File: src/rtl/fetch_pkg.sv
// Shared constants for the fetch stage and its hold register.
//   IMEM_ADDR_W      : instruction-memory word-address width
//   INSTR_W          : instruction width
//   NOP_INSTR        : value driven on if_instr when nothing is valid
//   RESET_PC_DEFAULT : default program counter after reset
package fetch_pkg;
  localparam int unsigned          IMEM_ADDR_W      = 10;
  localparam int unsigned          INSTR_W          = 32;
  localparam logic [INSTR_W-1:0]   NOP_INSTR        = 32'h0;
  localparam logic [IMEM_ADDR_W-1:0] RESET_PC_DEFAULT = '0;
endpackage

File: src/rtl/fetch_hold_reg.sv
// One-entry parking register for an instruction that decode could not take.
// Ports:
//   clk, reset      : clock, synchronous active-high reset
//   capture         : load instr_in/pc_in and mark valid
//   clear           : drop the parked entry (ignored when capture is high)
//   instr_in, pc_in : instruction and its word address to park
//   valid, instr, pc: parked entry
module fetch_hold_reg
  import fetch_pkg::*;
#(
  parameter int unsigned ADDR_W = IMEM_ADDR_W,
  parameter int unsigned DATA_W = INSTR_W
) (
  input  logic              clk,
  input  logic              reset,
  input  logic              capture,
  input  logic              clear,
  input  logic [DATA_W-1:0] instr_in,
  input  logic [ADDR_W-1:0] pc_in,
  output logic              valid,
  output logic [DATA_W-1:0] instr,
  output logic [ADDR_W-1:0] pc
);

  always_ff @(posedge clk) begin
    if (reset) begin
      valid <= 1'b0;
      instr <= DATA_W'(NOP_INSTR);
      pc    <= '0;
    end else if (capture) begin
      valid <= 1'b1;
      instr <= instr_in;
      pc    <= pc_in;
    end else if (clear) begin
      valid <= 1'b0;
    end
  end

endmodule

File: src/rtl/fetch_stage.sv
// Program counter and fetch control in front of a 1-cycle synchronous
// instruction memory. Pairs each returned word with its PC and presents a
// valid/stall stream to decode; a stalled instruction is parked so the
// memory's read latency never loses or duplicates anything.
// Ports:
//   clk, reset             : clock, synchronous active-high reset
//   fetch_en               : allow new fetches
//   redirect_valid/_pc     : taken branch/jump and its target word address
//   imem_addr / imem_rdata : memory address (sampled at posedge) / data (next cycle)
//   id_stall               : decode cannot accept the current instruction
//   if_valid/if_instr/if_pc: instruction stream to decode (zeroed when invalid)
module fetch_stage
  import fetch_pkg::*;
#(
  parameter int unsigned       ADDR_W   = IMEM_ADDR_W,
  parameter int unsigned       DATA_W   = INSTR_W,
  parameter logic [ADDR_W-1:0] RESET_PC = RESET_PC_DEFAULT
) (
  input  logic              clk,
  input  logic              reset,
  input  logic              fetch_en,
  input  logic              redirect_valid,
  input  logic [ADDR_W-1:0] redirect_pc,
  output logic [ADDR_W-1:0] imem_addr,
  input  logic [DATA_W-1:0] imem_rdata,
  input  logic              id_stall,
  output logic              if_valid,
  output logic [DATA_W-1:0] if_instr,
  output logic [ADDR_W-1:0] if_pc
);

  logic [ADDR_W-1:0] pc_q;
  logic [ADDR_W-1:0] req_pc_q;
  logic              req_valid_q;
  logic              hold_valid;
  logic [DATA_W-1:0] hold_instr;
  logic [ADDR_W-1:0] hold_pc;
  logic              out_valid;
  logic              issue;
  logic              hold_capture;
  logic              hold_clear;

  assign out_valid = hold_valid | req_valid_q;
  // A stalled live instruction blocks new issue; a redirect always issues.
  assign issue     = redirect_valid | (fetch_en & ~(out_valid & id_stall));
  // Redirect target goes straight to the memory so the new path has no bubble.
  assign imem_addr = redirect_valid ? redirect_pc : pc_q;

  // Park the in-flight word only if the hold slot is free; once parked, issue
  // is blocked so the slot and the in-flight request never overlap.
  assign hold_capture = req_valid_q & id_stall & ~hold_valid & ~redirect_valid;
  assign hold_clear   = ~id_stall | redirect_valid;

  always_ff @(posedge clk) begin
    if (reset) begin
      pc_q        <= RESET_PC;
      req_pc_q    <= RESET_PC;
      req_valid_q <= 1'b0;
    end else if (redirect_valid) begin
      req_pc_q    <= redirect_pc;
      req_valid_q <= 1'b1;
      pc_q        <= redirect_pc + ADDR_W'(1);
    end else if (issue) begin
      req_pc_q    <= pc_q;
      req_valid_q <= 1'b1;
      pc_q        <= pc_q + ADDR_W'(1);
    end else begin
      req_valid_q <= 1'b0;
    end
  end

  fetch_hold_reg #(
    .ADDR_W (ADDR_W),
    .DATA_W (DATA_W)
  ) u_hold (
    .clk      (clk),
    .reset    (reset),
    .capture  (hold_capture),
    .clear    (hold_clear),
    .instr_in (imem_rdata),
    .pc_in    (req_pc_q),
    .valid    (hold_valid),
    .instr    (hold_instr),
    .pc       (hold_pc)
  );

  // The wrong-path instruction is squashed in the cycle the redirect arrives.
  always_comb begin
    if_valid = out_valid & ~redirect_valid;
    if_instr = DATA_W'(NOP_INSTR);
    if_pc    = '0;
    if (if_valid) begin
      if (hold_valid) begin
        if_instr = hold_instr;
        if_pc    = hold_pc;
      end else begin
        if_instr = imem_rdata;
        if_pc    = req_pc_q;
      end
    end
  end

endmodule

File: config.mk
export PLATFORM = sky130hd
export DESIGN_NAME = fetch_stage
export DESIGN_NICKNAME = d
export VERILOG_FILES = /design/src/rtl/fetch_pkg.sv /design/src/rtl/fetch_hold_reg.sv /design/src/rtl/fetch_stage.sv
export SDC_FILE = /design/constraint.sdc
export NUM_CORES = 1
export LEC_CHECK = 0
export CAP_MARGIN = 15
export CORE_ASPECT_RATIO = 0.8
export CORE_MARGIN = 2
export CORE_UTILIZATION = 48
export CTS_BUF_LIST = sky130_fd_sc_hd__clkbuf_8 sky130_fd_sc_hd__clkbuf_16
export CTS_CLUSTER_SIZE = 10
export DETAILED_ROUTE_END_ITERATION = 8
export PLACE_DENSITY = 0.81
export SLEW_MARGIN = 0
export SYNTH_ARGS = -nofsm -noshare
export SYNTH_HDL_FRONTEND = slang
export SYNTH_HIERARCHICAL = 1
export SYNTH_SLANG_ARGS = --single-unit
File: constraint.sdc
create_clock -name clk -period 2.7 [get_ports clk]
set_input_delay 0.54 -clock clk [delete_from_list [all_inputs] [get_ports clk]]
set_output_delay 0.54 -clock clk [all_outputs]
set_load 0.1 [all_outputs]
==> flow_metrics.py <==
metrics = {
    "run_status": {
        "status": "complete, no violations",
    },
    "placed_design": {
        "post-place-ws_ps": 22.32,
        "io_buffers": 99,
        "hpwl_um": 6657,
        "place_congestion": 0.8647,
    },
    "worst_setup_path": {
        "arrival_ps": 2030,
        "reg2reg_to": "pc_q[6]",
        "endpoint_kind": "primary output",
        "r2r_cells": 6,
        "criticalPathCategory": "reg2out",
        "crit_path_start_kind": "flip-flop",
        "worstPathRequired_ps": 2160,
        "r2r_start": "pc_q[1]",
        "reg2reg_slack_ps": 730,
        "crit_fanout": 14,
    },
    "power": {
        "p_leak_nw": 2.096,
        "pwr_density_cell_nw_per_um2": 524.1,
        "p_seq_share_pct": 35.7,
        "internal-power_mw": 1.913,
        "p_sw_mw": 0.9711,
        "switching_share_pct": 33.68,
        "combPwrFrac_pct": 30.9,
        "p_clk_share_pct": 33.4,
        "worst_ir_drop_vdd_uv": 429.4,
    },
    "cts": {
        "cts_made_buffers": 9,
        "cts_setup_buffers": 0,
        "clock_latency_ps": 340,
        "cts_tree": "yes",
        "max-clock-path-buffers": 2,
        "cts_hold_buf": 0,
        "cts.sinks": 64,
        "root_buffer": "clkbuf_8",
        "path_clk_slew_ps": 70,
        "htree_levels": 3,
        "cts.repair.resized": 0,
    },
    "grt": {
        "grt_pass1_vias": 3180,
        "grt_pass1_wl_um": 14970,
        "grt_overflow": 0,
        "grt_max_degree": 49,
        "grtUsageTotal_pct": 24.04,
        "antenna_found_initial": 0,
    },
    "finish": {
        "fin_util_pct": 79.83,
        "final_cell_mix": "90 x mux2i_1, 64 x nor2_1, 63 x dfxtp_1, 57 x buf_12, 45 x clkdlybuf4s50_1",
        "syn2layout_area_growth_pct": 60.18,
        "diodes": 0,
        "layout_commonest_cell": "mux2i_1",
        "fill_cells": 414,
        "fin_nets": 530,
        "drive_gt1_share_pct": 29.77,
    },
    "sta": {
        "fin_ws_ps": 129.9,
        "timing.final.crit_share_pct": 95.19,
        "finalHoldViolations": 0,
        "tightest_slew_ps": 890.4,
        "period_needed_ps": 2570,
        "rsz0062_at_grt": "no",
        "finalClockSkew_ps": 9.272,
        "report.final.slew_viol_count": 0,
        "setup_viol": 0,
        "timing.fmax_mhz": 389.1,
        "slew_headroom_pct": 40.64,
        "whs_ps": 460.8,
    },
    "floorplanning": {
        "pin_count": 100,
        "fp.dieW_um": 98.58,
        "start_util_pct": 49.84,
        "die_h_um": 79.66,
        "placementRows": 27,
        "die_area_sq_um": 7852,
        "coreArea_sq_um": 6892,
    },
    "logic_synthesis": {
        "synthesis.nets": 428,
        "yosys_register_bits": 64,
        "synth_cell_type_count": 41,
        "synth_top_area_share_pct": 37.30,
        "syn_inst": 380,
        "syn_avg_cell_area_sq_um": 9.038,
        "syn_area_sq_um": 3435,
        "yosysSeqAreaShare_pct": 37.30,
        "yosys.area.top_type": "dfxtp_1",
        "ys_warn_count": 6,
        "ys_top_cells_by_area": "dfxtp_1 37%, mux2i_1 26%, nor2_1 11%",
    },
    "routing": {
        "drc": 0,
        "wire_per_inst_um": 16.51,
        "via_per_inst": 5.467,
        "dr.first_iter.drc_count": 166,
        "ant_nets": 0,
        "drt-pass1-iter-count": 4,
        "routed-via-count": 3138,
        "drt_wl_total_um": 9478,
    },
    "hold_path": {
        "hold_path_class": "reg2reg",
        "min_from": "pc_q[4]",
        "hold_depth": 2,
        "hold_end": "pc_q[4]",
    },
    "run": {
        "maxCapViolations": 0,
    },
}
[synth_stat cells]
| master | number |
|---|---|
| a21oi_1 | 12 |
| nand4b_4 | 1 |
| a22o_1 | 1 |
| or4_1 | 1 |
| a41oi_1 | 1 |
| nor4_1 | 2 |
| and3_1 | 2 |
| o311ai_1 | 1 |
| mux2_2 | 3 |
| mux2i_2 | 1 |
| buf_1 | 3 |
| o21ai_0 | 1 |
| nand3b_1 | 3 |
| inv_1 | 11 |
| ha_1 | 1 |
| nand3_1 | 6 |
| a221o_1 | 1 |
| nor3_1 | 2 |
| a211oi_1 | 7 |
| dfxtp_1 | 64 |
| mux2i_1 | 90 |
| buf_2 | 7 |
| or2_1 | 1 |
| o211ai_1 | 3 |
| a2111oi_0 | 2 |
| clkbuf_1 | 12 |
| nand2b_1 | 3 |
| nor3b_1 | 3 |
| or4b_1 | 2 |
| and2_1 | 1 |
| nand2_1 | 11 |
| nor2_1 | 103 |
| nand4_1 | 2 |
| or3_1 | 1 |
| a311o_1 | 1 |
| xor2_1 | 1 |
| inv_2 | 1 |
| buf_12 | 5 |
| nand3b_4 | 3 |
| buf_6 | 3 |
| and2b_4 | 1 |
[routing by layer]
layer / vias up / wire, um / GRT usage [%]
li1: 1506 / - / -
met1: 1494 / 3911 / 28.05
met2: 120 / 4710 / 41.36
met3: 18 / 701 / 8.494
met4: 0 / 155 / 8.082
met5: - / 0 / 0
[final cells by class]
cell class              count  area, sq um  share of cell area (%)
multi-input cells         274         2097                   38.12
repair buffers            121         1732                   31.48
flip-flops and latches     64         1282                   23.31
clock buffers              11        151.4                   2.752
well taps                  87        108.9                   1.979
clock inverters             5        85.08                   1.547
inverters                  12        45.04                  0.8187
[metrics by stage]
step | TNS [ps] | std cells | power [mW] | area (sq um)
2_1_floorplan | -6789 | 380 | 1.591 | 3632
3_3_place_gp | 0 | 558 | 1.914 | 5265
3_5_place_dp | 0 | 558 | 1.931 | 5265
4_1_cts | 0 | 574 | 2.893 | 5502
5_1_grt | 0 | 574 | 2.977 | 5502
6_report | 0 | 574 | 2.884 | 5502
[power groups by stage]
stage / clock [mW] / sequential [mW] / combinational, mW
after global placement: 0 / 1.04 / 0.871
after global routing: 1.02 / 1.03 / 0.924
after detailed placement: 0 / 1.05 / 0.883
final: 0.964 / 1.03 / 0.891
after floorplan: 0 / 1.03 / 0.556
after CTS: 0.975 / 1.03 / 0.891
[worst max-delay path by stage]
stage,from,to,slack [ps],depth (start not counted)
after floorplan,redirect_valid,if_instr[31],-300,6
after global placement,redirect_valid,u_hold/instr[3],150,8
after detailed placement,redirect_valid,pc_q[6],20,8
after CTS,u_hold/valid,if_instr[9],100,5
after global routing,u_hold/valid,if_instr[30],40,5
final,u_hold/valid,if_instr[9],130,5
[cells by family after synthesis]
group	count (synthesis)	share of synthesized area, %
simple gates	148	20.66
mux	94	27.61
flops	64	37.30
buf+inv	42	7.869
compound gates	30	5.938
xor+xnor	1	0.2551
fa+ha+maj	1	0.3642
[worst max-delay path, stage by stage (launching register included)]
cell and delay (ps):
dfxtp_2 550, or2_1 290, nand2b_4 230, buf_4 250, nor2_2 160, buf_12 190
[state kept, by name, indices dropped and copies added, names as in the netlist]
| name | cells |
|---|---|
| u_hold/instr | 32 |
| pc_q | 10 |
| req_pc_q | 10 |
| u_hold/pc | 10 |
| req_valid_q | 1 |
| u_hold/valid | 1 |
Power figures use the tool's default switching activity.
==> RTL edit 1: new RTL, same settings <==
The package constant `IMEM_ADDR_W` goes from 10 to 9.
--- a/src/rtl/fetch_pkg.sv
+++ b/src/rtl/fetch_pkg.sv
@@ -4,7 +4,7 @@
 //   NOP_INSTR        : value driven on if_instr when nothing is valid
 //   RESET_PC_DEFAULT : default program counter after reset
 package fetch_pkg;
-  localparam int unsigned          IMEM_ADDR_W      = 10;
+  localparam int unsigned          IMEM_ADDR_W      = 9;
   localparam int unsigned          INSTR_W          = 32;
   localparam logic [INSTR_W-1:0]   NOP_INSTR        = 32'h0;
   localparam logic [IMEM_ADDR_W-1:0] RESET_PC_DEFAULT = '0;
Ports: changed (resized if_pc, imem_addr and redirect_pc); port bits go from 100 to 97. No check against the original RTL was run, so the function may have changed too.
==> RTL edit 1 against the original RTL <==
- sequential power shrank 6%
- final area shrank 11%
- register-to-register slack gained 0.18 ns
- routed wire length shrank 14%
- largest cell class unchanged
- synthesized area shrank 7.0%
- highest routed layer unchanged
- sequential cell count shrank 3
- worst setup slack lost 0.060 ns
- core utilization shrank 3.2 points
- via count shrank 11%
- sequential share of layout area grew 1.6 points
- total power shrank 11%
- worst hold slack gained 0.028 ns
==> RTL edit 1: results (changes against the original RTL) <==
Final layout
  • Layout cells sized above 1: 22.30% (-7.5 points)
  • Number of flip-flops in the largest register: 32 (unchanged)
  • Nets@finish: 487 (-8.1%)

Drt
  • Vias per inst: 5.316 (-2.8%)
  • Starting DRT DRC Count: 102 (-39%)
  • Wire length per cell: 15.38 um (-6.9%)
  • Detailed-route wire length: 8.120 mm (-14%)

Hold path
  • Hold Path Class: reg -> reg
  • Worst Hold Path Cells: 2 (unchanged)
  • Hold wc startpoint: pc_q[2]
  • Worst hold endpoint: pc_q[2]

Setup path
  • Crit path launch: redirect_valid
  • Reg2Reg Depth: 5 (-1)
  • WP data arrival: 2.09 ns (+0.06 ns)
  • Reg2reg start: u_hold/valid
  • RR Endpoint: u_hold/instr[19]
  • CP max stage delay: 0.60 ns (+0.05 ns)
  • Crit-path slowest cell: clkdlybuf4s50_1
  • Worst reg2reg setup slack: 0.91 ns (+0.18 ns)
  • Crit-path max FO: 21 (+7)

GRT
  • Initial antenna violation count: 0 (unchanged)
  • Largest net degree at the start of global routing: 43 (-12%)
  • Vias in the first global route: 2726 (-14%)
  • Met3 Use GR: 7.760% (-0.73 points)
  • Grt met1 use: 30.01% (+2.0 points)
  • M2 GR Usage: 34.44% (-6.9 points)
  • First-pass GRT wire length: 13.08 mm (-13%)
  • GRT Overall Usage: 22.40% (-1.6 points)

Outcome
  • Status: finished, final reports clean

CTS
  • Bufs on Longest Clock Path: 2 (unchanged)
  • Post-CTS Setup Bufs: 0 (unchanged)
  • Number of buffers created by CTS: 9 (unchanged)

Power and ir drop
  • Switching Fraction: 33.10% (-0.58 points)
  • Power Dens Cells: 520.2 nW/um^2 (-0.75%)
  • Worst VDD drop: 0.0004250 V (-1.0%)
  • Leakage Power: 1.843 nW (-12%)

Placed design
  • Buffers added on ports: 96 (-3.0%)
  • DP HPWL: 5.496 mm (-17%)
  • Cells after DPL: 512 (-8.2%)
  • Pre-CTS setup slack: 0.04225 ns (+0.01994 ns)
  • GP Congestion: 0.8262 (-4.5%)
  • Placed inst area: 4688 um^2 (-11%)

Synthesis
  • Synth warn: 6 (unchanged)
  • Synth area leaders: dfxtp_1 38%, mux2i_1 26%, nor2_1 11%
  • Syn Inst Count: 344 (-9.5%)
  • Net Count, Synth: 391 (-8.6%)
  • Synth top area share: 38.23% (+0.93 points)
  • Sequential element share of the synthesized area: 38.23% (+0.93 points)
  • Leading cell types by count after synthesis: 97 x nor2_1, 84 x mux2i_1, 61 x dfxtp_1
  • Netlist cell types: 38 (-7.3%)
  • Ys async rst share: 0% (unchanged)

Timing
  • Worst-Margin Slew: 0.6347 ns (-0.2557 ns)
  • Final Slew Violations: 0 (unchanged)
  • Fin Clk Skew: 0.006245 ns (-0.003027 ns)
  • Fin worst setup slack: 0.07030 ns (-0.05965 ns)
  • Final hold slack: 0.4884 ns (+0.02761 ns)
[RTL edit 1: cell count changes in the layout (fill, tap and decap cells not counted), moves of 6 or more]
cell     unedited run  this run
nor2_4             20         0
buf_12             57        51
nor2_2             19         2
mux2i_1            90        84
nor2_1             64        95
[RTL edit 1: cell type report]
cell class / count / area [um^2]
Clock buffer: 11 / 151.4
Clock inverter: 4 / 47.55
Fill cell: 419 / 1498
Inverter: 8 / 30.03
Multi-Input combinational cell: 250 / 1783
Sequential cell: 61 / 1222
Tap cell: 84 / 105.1
Timing Repair Buffer: 110 / 1572
[RTL edit 1: worst max-delay path: cells and delay by family]
family,cells,cell delay (ns)
compound gates,1,0.42
buf+inv,2,0.81
simple gates,1,0.30
[RTL edit 1: logic make-up after synthesis]
group | after synthesis | synth area share [%]
adder cells (fa/ha/maj) | 1 | 0.3916
XOR/XNOR | 2 | 0.5485
AND/OR/NAND/NOR | 130 | 18.17
AO/OA/AOI/OAI | 25 | 6.032
multiplexers | 91 | 29.42
buffers and inverters | 34 | 7.207
flip-flops | 61 | 38.23
[RTL edit 1: layer usage]
metal	wire length [um]	part of all wire [%]	vias up
met5	0	0	-
met4	117	1.4	0
met3	614	7.6	12
met2	3758	46	94
met1	3630	45	1333
li1	-	-	1368
[RTL edit 1: power groups by stage]
stage	sequential [mW]	combinational, mW	clock, mW
6_report	0.972	0.770	0.813
5_1_grt	0.976	0.809	0.870
3_3_place_gp	0.988	0.755	0
2_1_floorplan	0.980	0.483	0
4_1_cts	0.970	0.766	0.828
3_5_place_dp	0.990	0.762	0
[RTL edit 1: worst max-delay path by stage]
stage / endpoint / cells past startpoint
after floorplan: if_instr[0] / 5
final: if_instr[26] / 4
after global routing: if_pc[2] / 4
after detailed placement: if_pc[5] / 4
after CTS: if_pc[5] / 4
after global placement: if_pc[5] / 4
==> RTL edit 2: new RTL, same flow settings <==
Made on the original files. Reset style: asynchronous (`reset`), changed in 2 clocked blocks. Comments in the files are not updated.
--- a/src/rtl/fetch_hold_reg.sv
+++ b/src/rtl/fetch_hold_reg.sv
@@ -22,7 +22,7 @@
   output logic [ADDR_W-1:0] pc
 );
 
-  always_ff @(posedge clk) begin
+  always_ff @(posedge clk or posedge reset) begin
     if (reset) begin
       valid <= 1'b0;
       instr <= DATA_W'(NOP_INSTR);
--- a/src/rtl/fetch_stage.sv
+++ b/src/rtl/fetch_stage.sv
@@ -51,7 +51,7 @@
   assign hold_capture = req_valid_q & id_stall & ~hold_valid & ~redirect_valid;
   assign hold_clear   = ~id_stall | redirect_valid;
 
-  always_ff @(posedge clk) begin
+  always_ff @(posedge clk or posedge reset) begin
     if (reset) begin
       pc_q        <= RESET_PC;
       req_pc_q    <= RESET_PC;
Behaviour: differs if reset is asserted again (counterexample within 4 cycles, from zero or initial values and one cycle with reset high); with reset held inactive, the same outputs for 10 cycles.
==> RTL edit 2 against the original RTL <==
- synthesized area grew 4.6%
- critical path depth is the same
- worst setup slack lost 0.038 ns
- sequential cell count is the same
- routed wire length shrank 3.8%
- total power grew 45%
- clock power grew 14%
- worst hold slack gained 0.030 ns
- final area shrank 1.1%
- die area grew 4.4%
- critical path type is now in -> out
- largest power group is now combinational cells
==> RTL edit 2: results (changes against the original RTL) <==
Timing
  • Worst-Margin Slew: 0.9729 ns (+0.08248 ns)
  • Fin Clk Skew: 0.007225 ns (-0.002047 ns)
  • Final Slew Violations: 0 (unchanged)
  • Final hold slack: 0.4904 ns (+0.02961 ns)

GRT
  • First-pass GRT wire length: 14.39 mm (-3.9%)
  • Vias in the first global route: 2792 (-12%)
  • Largest net degree at the start of global routing: 46 (-6.1%)
  • GRT Overall Usage: 23.00% (-1.0 points)

Setup path
  • CP max stage delay: 0.57 ns (+0.02 ns)
  • Crit path launch: redirect_valid
  • Reg2reg start: u_hold/valid
  • Crit-path max FO: 17 (+3)
  • Crit-path slowest cell: clkdlybuf4s50_1
  • WP data arrival: 2.07 ns (+0.04 ns)
  • Worst reg2reg setup slack: 0.64 ns (-0.09 ns)
  • Setup CP Type: in -> out
  • RR Endpoint: pc_q[2]

Synthesis
  • Syn_area_per_cell: 11.63 um^2 (+29%)
  • Ys async rst share: 100.0% (+100 points)
  • Synth area leaders: dfrtp_1 45%, mux2_4 16%, mux2i_1 13%
  • Adder-cell share of the synthesized area: 0.3483% (-0.016 points)
  • Compound-Gate Fraction of Synth Area: 5.190% (-0.75 points)
  • XOR/XNOR share of the synthesized area: 0.9753% (+0.72 points)
  • Post-synthesis mux area share: 31.94% (+4.3 points)
  • Sequential element share of the synthesized area: 44.58% (+7.3 points)
  • Top FF cell, synth: dfrtp_1
  • Net Count, Synth: 357 (-17%)
  • Netlist cell types: 36 (-12%)
  • Leading cell types by count after synthesis: 68 x nor2_1, 64 x dfrtp_1, 46 x mux2i_1

Outcome
  • Status: finished, final reports clean

CTS
  • Root Buffer: clkbuf_8

Drt
  • Starting DRT DRC Count: 89 (-46%)
  • Detailed-route wire length: 9.120 mm (-3.8%)
  • Vias per inst: 5.284 (-3.4%)
  • Wire length per cell: 18.10 um (+9.6%)

Final layout
  • Layout cells sized above 1: 33.09% (+3.3 points)
  • FILL cells: 469 (+13%)
  • Nets@finish: 457 (-14%)
  • Register area: 1603 um^2 (+25%)

Placed design
  • Placed inst area: 5161 um^2 (-2.0%)
  • GP Congestion: 0.8742 (+1.1%)
  • DP HPWL: 6.249 mm (-6.1%)
  • Cells after DPL: 487 (-13%)
  • Pre-CTS setup slack: 0.2002 ns (+0.1779 ns)

Power and ir drop
  • Leakage Power: 2.348 nW (+12%)
  • Worst VDD drop: 0.0004328 V (+0.79%)

Hold path
  • Worst hold endpoint: pc_q[9]
  • Hold wc startpoint: pc_q[9]
## RTL edit 2: per-layer routing
metal / global-route usage, % / up-vias / wire (um)
met1: 30.49 / 1306 / 4222
met3: 6.368 / 11 / 478
met4: 5.890 / 0 / 68
met2: 37.53 / 90 / 4352
li1: - / 1256 / -
met5: 0 / - / 0
## RTL edit 2: area by class of cell
type,instances,share of cell area (%)
tap,90,2.069
clock inverter,6,2.414
clock buffer,10,2.529
inverter,10,0.6898
timing repair buffer,107,29.52
sequential,64,29.46
multi-input combinational,217,33.32
## RTL edit 2: worst max-delay path by stage
stage | to | slack, ns | depth (start not counted)
2_1_floorplan | if_instr[0] | -0.24 | 4
3_3_place_gp | if_instr[12] | 0.20 | 4
3_5_place_dp | if_instr[12] | 0.20 | 4
4_1_cts | if_instr[12] | 0.05 | 3
5_1_grt | imem_addr[6] | -0.002 | 5
6_report | imem_addr[6] | 0.09 | 5
## RTL edit 2: power breakdown
part / internal (mW) / switching, mW / total (mW)
Combinational: 0.739 / 1.01 / 1.75
Clock: 0.729 / 0.369 / 1.10
Sequential: 1.19 / 0.160 / 1.35
## RTL edit 2: logic make-up (layout without fill, tap and decap cells)
group,Yosys count,after routing
flops,64,64
xor+xnor,4,4
fa+ha+maj,1,1
simple gates,92,92
buf+inv,29,133
compound gates,25,26
mux,94,94
## RTL edit 2: worst max-delay path, delay by kind of cell
family   cells  cell delay (ns)
buf+inv      4             1.19
mux          1             0.33
